File: src/rtl/dcache_responder.sv
// Direct-mapped, write-through, no-write-allocate data cache that answers load misses
// and committed stores, refilling from and writing through to main memory.
module dcache_responder #(
  parameter int ADDR_W = 32,
  parameter int DATA_W = 32,
  parameter int LINES  = 16
) (
  input  logic              clk,
  input  logic              reset,
  input  logic              rd_req,
  input  logic [ADDR_W-1:0] rd_addr,
  output logic              rd_ready,
  output logic [DATA_W-1:0] rd_data,
  input  logic              wr_req,
  input  logic [ADDR_W-1:0] wr_addr,
  input  logic [DATA_W-1:0] wr_data,
  output logic              wr_ack,
  output logic              mem_req,
  output logic              mem_we,
  output logic [ADDR_W-1:0] mem_addr,
  output logic [DATA_W-1:0] mem_wdata,
  input  logic              mem_ack,
  input  logic [DATA_W-1:0] mem_rdata,
  output logic              busy
);

  localparam int IDX_W = $clog2(LINES);
  localparam int TAG_W = ADDR_W - IDX_W - 2;

  typedef enum logic [2:0] {
    IDLE   = 3'd0,
    LOOKUP = 3'd1,
    FILL   = 3'd2,
    WRITE  = 3'd3,
    RESP   = 3'd4,
    WACK   = 3'd5
  } state_t;

  state_t state, state_nxt;

  logic [ADDR_W-1:0] req_addr;
  logic [DATA_W-1:0] req_wdata;
  logic [LINES-1:0]  valid;
  logic [TAG_W-1:0]  tag_mem  [LINES];
  logic [DATA_W-1:0] data_mem [LINES];

  logic [IDX_W-1:0] req_idx;
  logic [TAG_W-1:0] req_tag;
  logic             hit;
  logic             unused_addr_bits;

  assign req_idx = req_addr[IDX_W+1:2];
  assign req_tag = req_addr[ADDR_W-1:IDX_W+2];
  assign hit     = valid[req_idx] && (tag_mem[req_idx] == req_tag);

  assign unused_addr_bits = ^{rd_addr[1:0], wr_addr[1:0], req_addr[1:0]};

  assign mem_req   = (state == FILL) || (state == WRITE);
  assign mem_we    = (state == WRITE);
  assign mem_addr  = {req_addr[ADDR_W-1:2], 2'b00};
  assign mem_wdata = req_wdata;
  assign rd_ready  = (state == RESP);
  assign wr_ack    = (state == WACK);
  assign busy      = (state != IDLE);

  always_ff @(posedge clk or negedge reset) begin
    if (!reset) begin
      state <= IDLE;
    end else begin
      state <= state_nxt;
    end
  end

  always_comb begin
    state_nxt = state;
    unique case (state)
      IDLE: begin
        // Stores are older committed work, so they go ahead of a pending load.
        if (wr_req) begin
          state_nxt = WRITE;
        end else if (rd_req) begin
          state_nxt = LOOKUP;
        end
      end
      LOOKUP:  state_nxt = hit ? RESP : FILL;
      FILL:    if (mem_ack) state_nxt = RESP;
      WRITE:   if (mem_ack) state_nxt = WACK;
      RESP:    state_nxt = IDLE;
      WACK:    state_nxt = IDLE;
      default: state_nxt = IDLE;
    endcase
  end

  always_ff @(posedge clk or negedge reset) begin
    if (!reset) begin
      req_addr  <= '0;
      req_wdata <= '0;
      rd_data   <= '0;
      valid     <= '0;
    end else begin
      unique case (state)
        IDLE: begin
          if (wr_req) begin
            req_addr  <= {wr_addr[ADDR_W-1:2], 2'b00};
            req_wdata <= wr_data;
          end else if (rd_req) begin
            req_addr  <= {rd_addr[ADDR_W-1:2], 2'b00};
          end
        end
        LOOKUP: begin
          if (hit) rd_data <= data_mem[req_idx];
        end
        FILL: begin
          if (mem_ack) begin
            valid[req_idx] <= 1'b1;
            rd_data        <= mem_rdata;
          end
        end
        default: ;
      endcase
    end
  end

  // Tag/data arrays carry no reset: the valid bits alone decide whether a line is usable.
  always_ff @(posedge clk) begin
    if (state == FILL && mem_ack) begin
      tag_mem[req_idx]  <= req_tag;
      data_mem[req_idx] <= mem_rdata;
    end else if (state == WRITE && mem_ack && hit) begin
      data_mem[req_idx] <= req_wdata;
    end
  end

endmodule

File: config.mk
export PLATFORM = sky130hd
export DESIGN_NAME = dcache_responder
export DESIGN_NICKNAME = d
export VERILOG_FILES = /design/src/rtl/dcache_responder.sv
export SDC_FILE = /design/constraint.sdc
export NUM_CORES = 1
export LEC_CHECK = 0
export ABC_CLOCK_PERIOD_IN_PS = 5000
export BUFFER_PORTS_ARGS = -buffer_cell sky130_fd_sc_hd__buf_2
export CORE_UTILIZATION = 55
export CTS_CLUSTER_SIZE = 14
export DETAILED_ROUTE_END_ITERATION = 6
export GPL_TIMING_DRIVEN = 0
export PLACE_DENSITY = 0.76
export SYNTH_ARGS = -nofsm -noshare
export SYNTH_HDL_FRONTEND = slang
export SYNTH_SLANG_ARGS = --single-unit
File: constraint.sdc
create_clock -name clk -period 5 [get_ports clk]
set_clock_uncertainty 0.2 [all_clocks]
set_input_delay 0 -clock clk [delete_from_list [all_inputs] [get_ports clk]]
set_output_delay 0 -clock clk [all_outputs]
set_load 0.01 [all_outputs]
==> impl_metrics.ini <==
[timing]
final-setup-viol-count = 0
finalMaxSlewViolations = 11
tightestPinTransition_ns = 1.59
finalCriticalPeriod_ns = 4.99
max_freq_mhz = 200
report.final.hold_viol_count = 0
timing.hold.ws_ns = 0.0462
sum_of_negative_setup_slack_ns = 0
max-slew-margin-rel_pct = -5.76
post-route-period-util_pct = 99.8
setup_slack_ns = 0.0119

[worst_hold_path]
hold_class = in -> reg

[setup_path]
critical_path.endpoint_type = flip-flop
worst_path_largest_cell_delay_ns = 0.61
criticalPathCategory = reg -> reg
slowest_stage = clkdlybuf4s15_2
critical_path.startpoint_type = flip-flop
timing.critical_path.mode_cell = buf_6
timing.critical_path.arrival_ns = 5.16
worst_ep_required_time_ns = 5.17
cp_cell_sequence = buf_2 > buf_2 > clkbuf_2 > clkdlybuf4s15_2 > a21oi_1 > a211oi_4 > nand4_1 > buf_6 > buf_6 > buf_6 > a21oi_4 > buf_16 > buf_16
cp_max_fo = 15

[synth]
synth_top_flop_cell = edfxtp_1
largest_family_of_logic_cells_by_synthesized_area = multiplexers
synth_xor_area_share_pct = 0.648
yosysUniqueCellTypes = 59
synth_area_in_compound_gates_pct = 3.34
yosys.area_share.simple_pct = 2.71
netlist.area_leader.share_pct = 66.6
yosys.area.top_type = edfxtp_1
edff_count_synth = 928
synth_seq_area_share_pct = 73.3
netlist_area_sq_mm = 0.0419
synth.area.top_cells = edfxtp_1, mux4_2, dfrtp_1
synth.ff_latch_count = 1041
synth.mux.area_fraction_pct = 18.4
synthesis.area_per_instance_sq_um = 19.7
warnings_synthesis = 0
synth_area_in_adders_pct = 0
syn-instance-count = 2130
synth-async-reset-ratio_pct = 10.9

[final_layout]
post_layout_nonfiller_instances = 3802
syn_to_final_growth_pct = 23.9
layout.cells.most_common_list = edfxtp_1, buf_2, mux4_2
final_common_cell = edfxtp_1
num-nets-final = 2879
filler_cell_count = 4336
drive_above_1_share_pct = 33.7
antennaDiodeCount = 0
fin_area_sq_mm = 0.0519

[global_routing]
antenna_found_initial = 1
track_usage_pct = 31.7
first_pass_grt_wire_length_mm = 174
first_global_vias = 25685
pin_count_of_the_biggest_net_entering_global_routing = 61
grt.overflow.total = 0

[power_and_ir_drop]
power.density_mw_per_mm2 = 568
leakage_uw = 0.0179
max-vdd-ir-drop_mv = 0.324

[detailed_routing]
route.vias.total = 25042
routed.top_layer = met4
drt_first_iter_violations = 3310
met2_wirelength_mm = 59.8
post_drt_wl_per_cell_um = 32.2
routed_length_on_met1_mm = 42.0
routed-wl-met3_mm = 13.7
route.detailed.vias_per_inst = 6.59
drcViolationCount = 0
ant_nets = 0
detail_route.first_pass.iterations = 6
wl_final_mm = 122

[floorplan]
die_width_um = 278
core_region_area_sq_mm = 0.0749
design.portCount = 234
rows = 100
initial_core_util_pct = 55.9
dieArea_sq_mm = 0.0772
fp.dieH_um = 278

[placed_design]
hpwlAfterDp_mm = 72.7
preCtsSetupSlack_ns = -1.90
placement.cell_area_sq_mm = 0.0455
globalplace.congestion = 0.914
numPlacedInstances = 3366
io_buffer_count = 226

[clock_network]
cts.reportedPaths.clkPinSlew_ns = 0.06
cts_tree = yes
numClockSinks = 1041
htree_levels = 3
tritoncts.num_buffers = 102
worst_skew_pair.late_latency_ns = 0.68
clockRootBuffer = clkbuf_16
cts_max_path_buffers = 3

[run]
drv_cap = 1

[run_status]
failed_checks = max-capacitance violations, max-slew violations
outcome = finished with violations
[worst paths after layout]
kind | start | end | slack, ns | cells past startpoint
setup reg to reg | req_addr[4] | data_mem[12][18] | 0.01 | 13
max in group asynchronous | reset | mem_wdata[29] | 3.97 | 4
hold / removal | mem_rdata[2] | rd_data[2] | 0.05 | 5
hold reg to reg | valid[10] | valid[10] | 0.27 | 1
min in group asynchronous | reset | req_addr[30] | 0.21 | 4
setup / recovery | req_addr[4] | data_mem[12][18] | 0.01 | 13
[synth_stat cells, types with 2 or more instances]
master     instances
or4_1              2
nand2_1           32
buf_1             23
buf_2             50
dfrtp_1          113
a2111oi_0          3
a221o_1           33
nor3_1             9
o311ai_0           2
buf_6              8
edfxtp_1         928
and2_1             9
or3_1              3
a221oi_1           9
a22oi_1           22
o22a_1             2
mux2_4             3
o22ai_1            8
a32oi_1            4
and3_1             2
mux2i_1          126
nand2b_1           9
nand3_1           12
nand4_1            3
xnor2_1           24
xor2_1             7
a211oi_1           3
nor4_1             2
o21ai_0            6
buf_4              6
mux2_2           111
a22o_1             3
o211ai_1           2
inv_1              7
nor2_1           128
a21o_1             3
a31oi_1            4
or2_2             20
nor3b_1            2
clkbuf_1          45
a21oi_1           88
mux4_2           228
nor2b_1           10
[worst max-delay path: cells and delay by family, from the launching register on]
family / cells / cell delay [ns]
AOI/OAI and AO/OA: 3 / 0.84
buffers and inverters: 9 / 2.86
DFF: 1 / 0.45
and+or+nand+nor: 1 / 0.26
[logic make-up after synthesis]
family          after synthesis
xor+xnor                     31
buf+inv                     139
compound gates              202
flops                      1041
other cells                   1
simple gates                247
mux                         469
[what timing repair did]
| item | in CTS | in global routing |
|---|---|---|
| pin swaps | 20 | 10 |
| endpoints found under the setup margin | 1273 | 395 |
| endpoints found under the hold margin | 722 | 0 |
| hold buffers | 210 | 0 |
| gates cloned | 0 | 0 |
| resized for setup | 82 | 21 |
| setup buffers | 29 | 13 |
[layer usage]
layer | up-vias | global-route usage, %
li1 | 9912 | -
met2 | 1928 | 52.1
met3 | 422 | 6.96
met1 | 12780 | 40.1
met5 | - | 0
met4 | 0 | 15.9
[where the power goes]
part           switching (uW)  internal (uW)  total, uW
Combinational            5500           4390       9890
Sequential               1070          10700      11800
Clock                    3350           4500       7850
Total                    9920          19600      29500
[state kept, by name, summed over array words and instances (netlist names)]
signal     flops
data_mem     512
tag_mem      416
mem_wdata     32
rd_data       32
req_addr      30
valid         16
state          3
[area by class of cell]
class | instances | area [sq um] | area share, %
buffer | 125 | 810 | 1.56
clock buffer | 135 | 2820 | 5.43
multi-input combinational | 951 | 10900 | 21.0
timing repair buffer | 518 | 4810 | 9.27
tap | 969 | 1210 | 2.34
inverter | 7 | 26.3 | 0.0506
sequential | 1041 | 30700 | 59.2
clock inverter | 56 | 596 | 1.15
[per-stage QoR]
step / util, % / total power, uW
2_1_floorplan: - / 17300
3_3_place_gp: 59.0 / 20400
3_5_place_dp: 60.8 / 20800
4_1_cts: 69.0 / 29100
5_1_grt: 69.2 / 30300
6_report: 69.2 / 29500
Power figures use the tool's default switching activity.
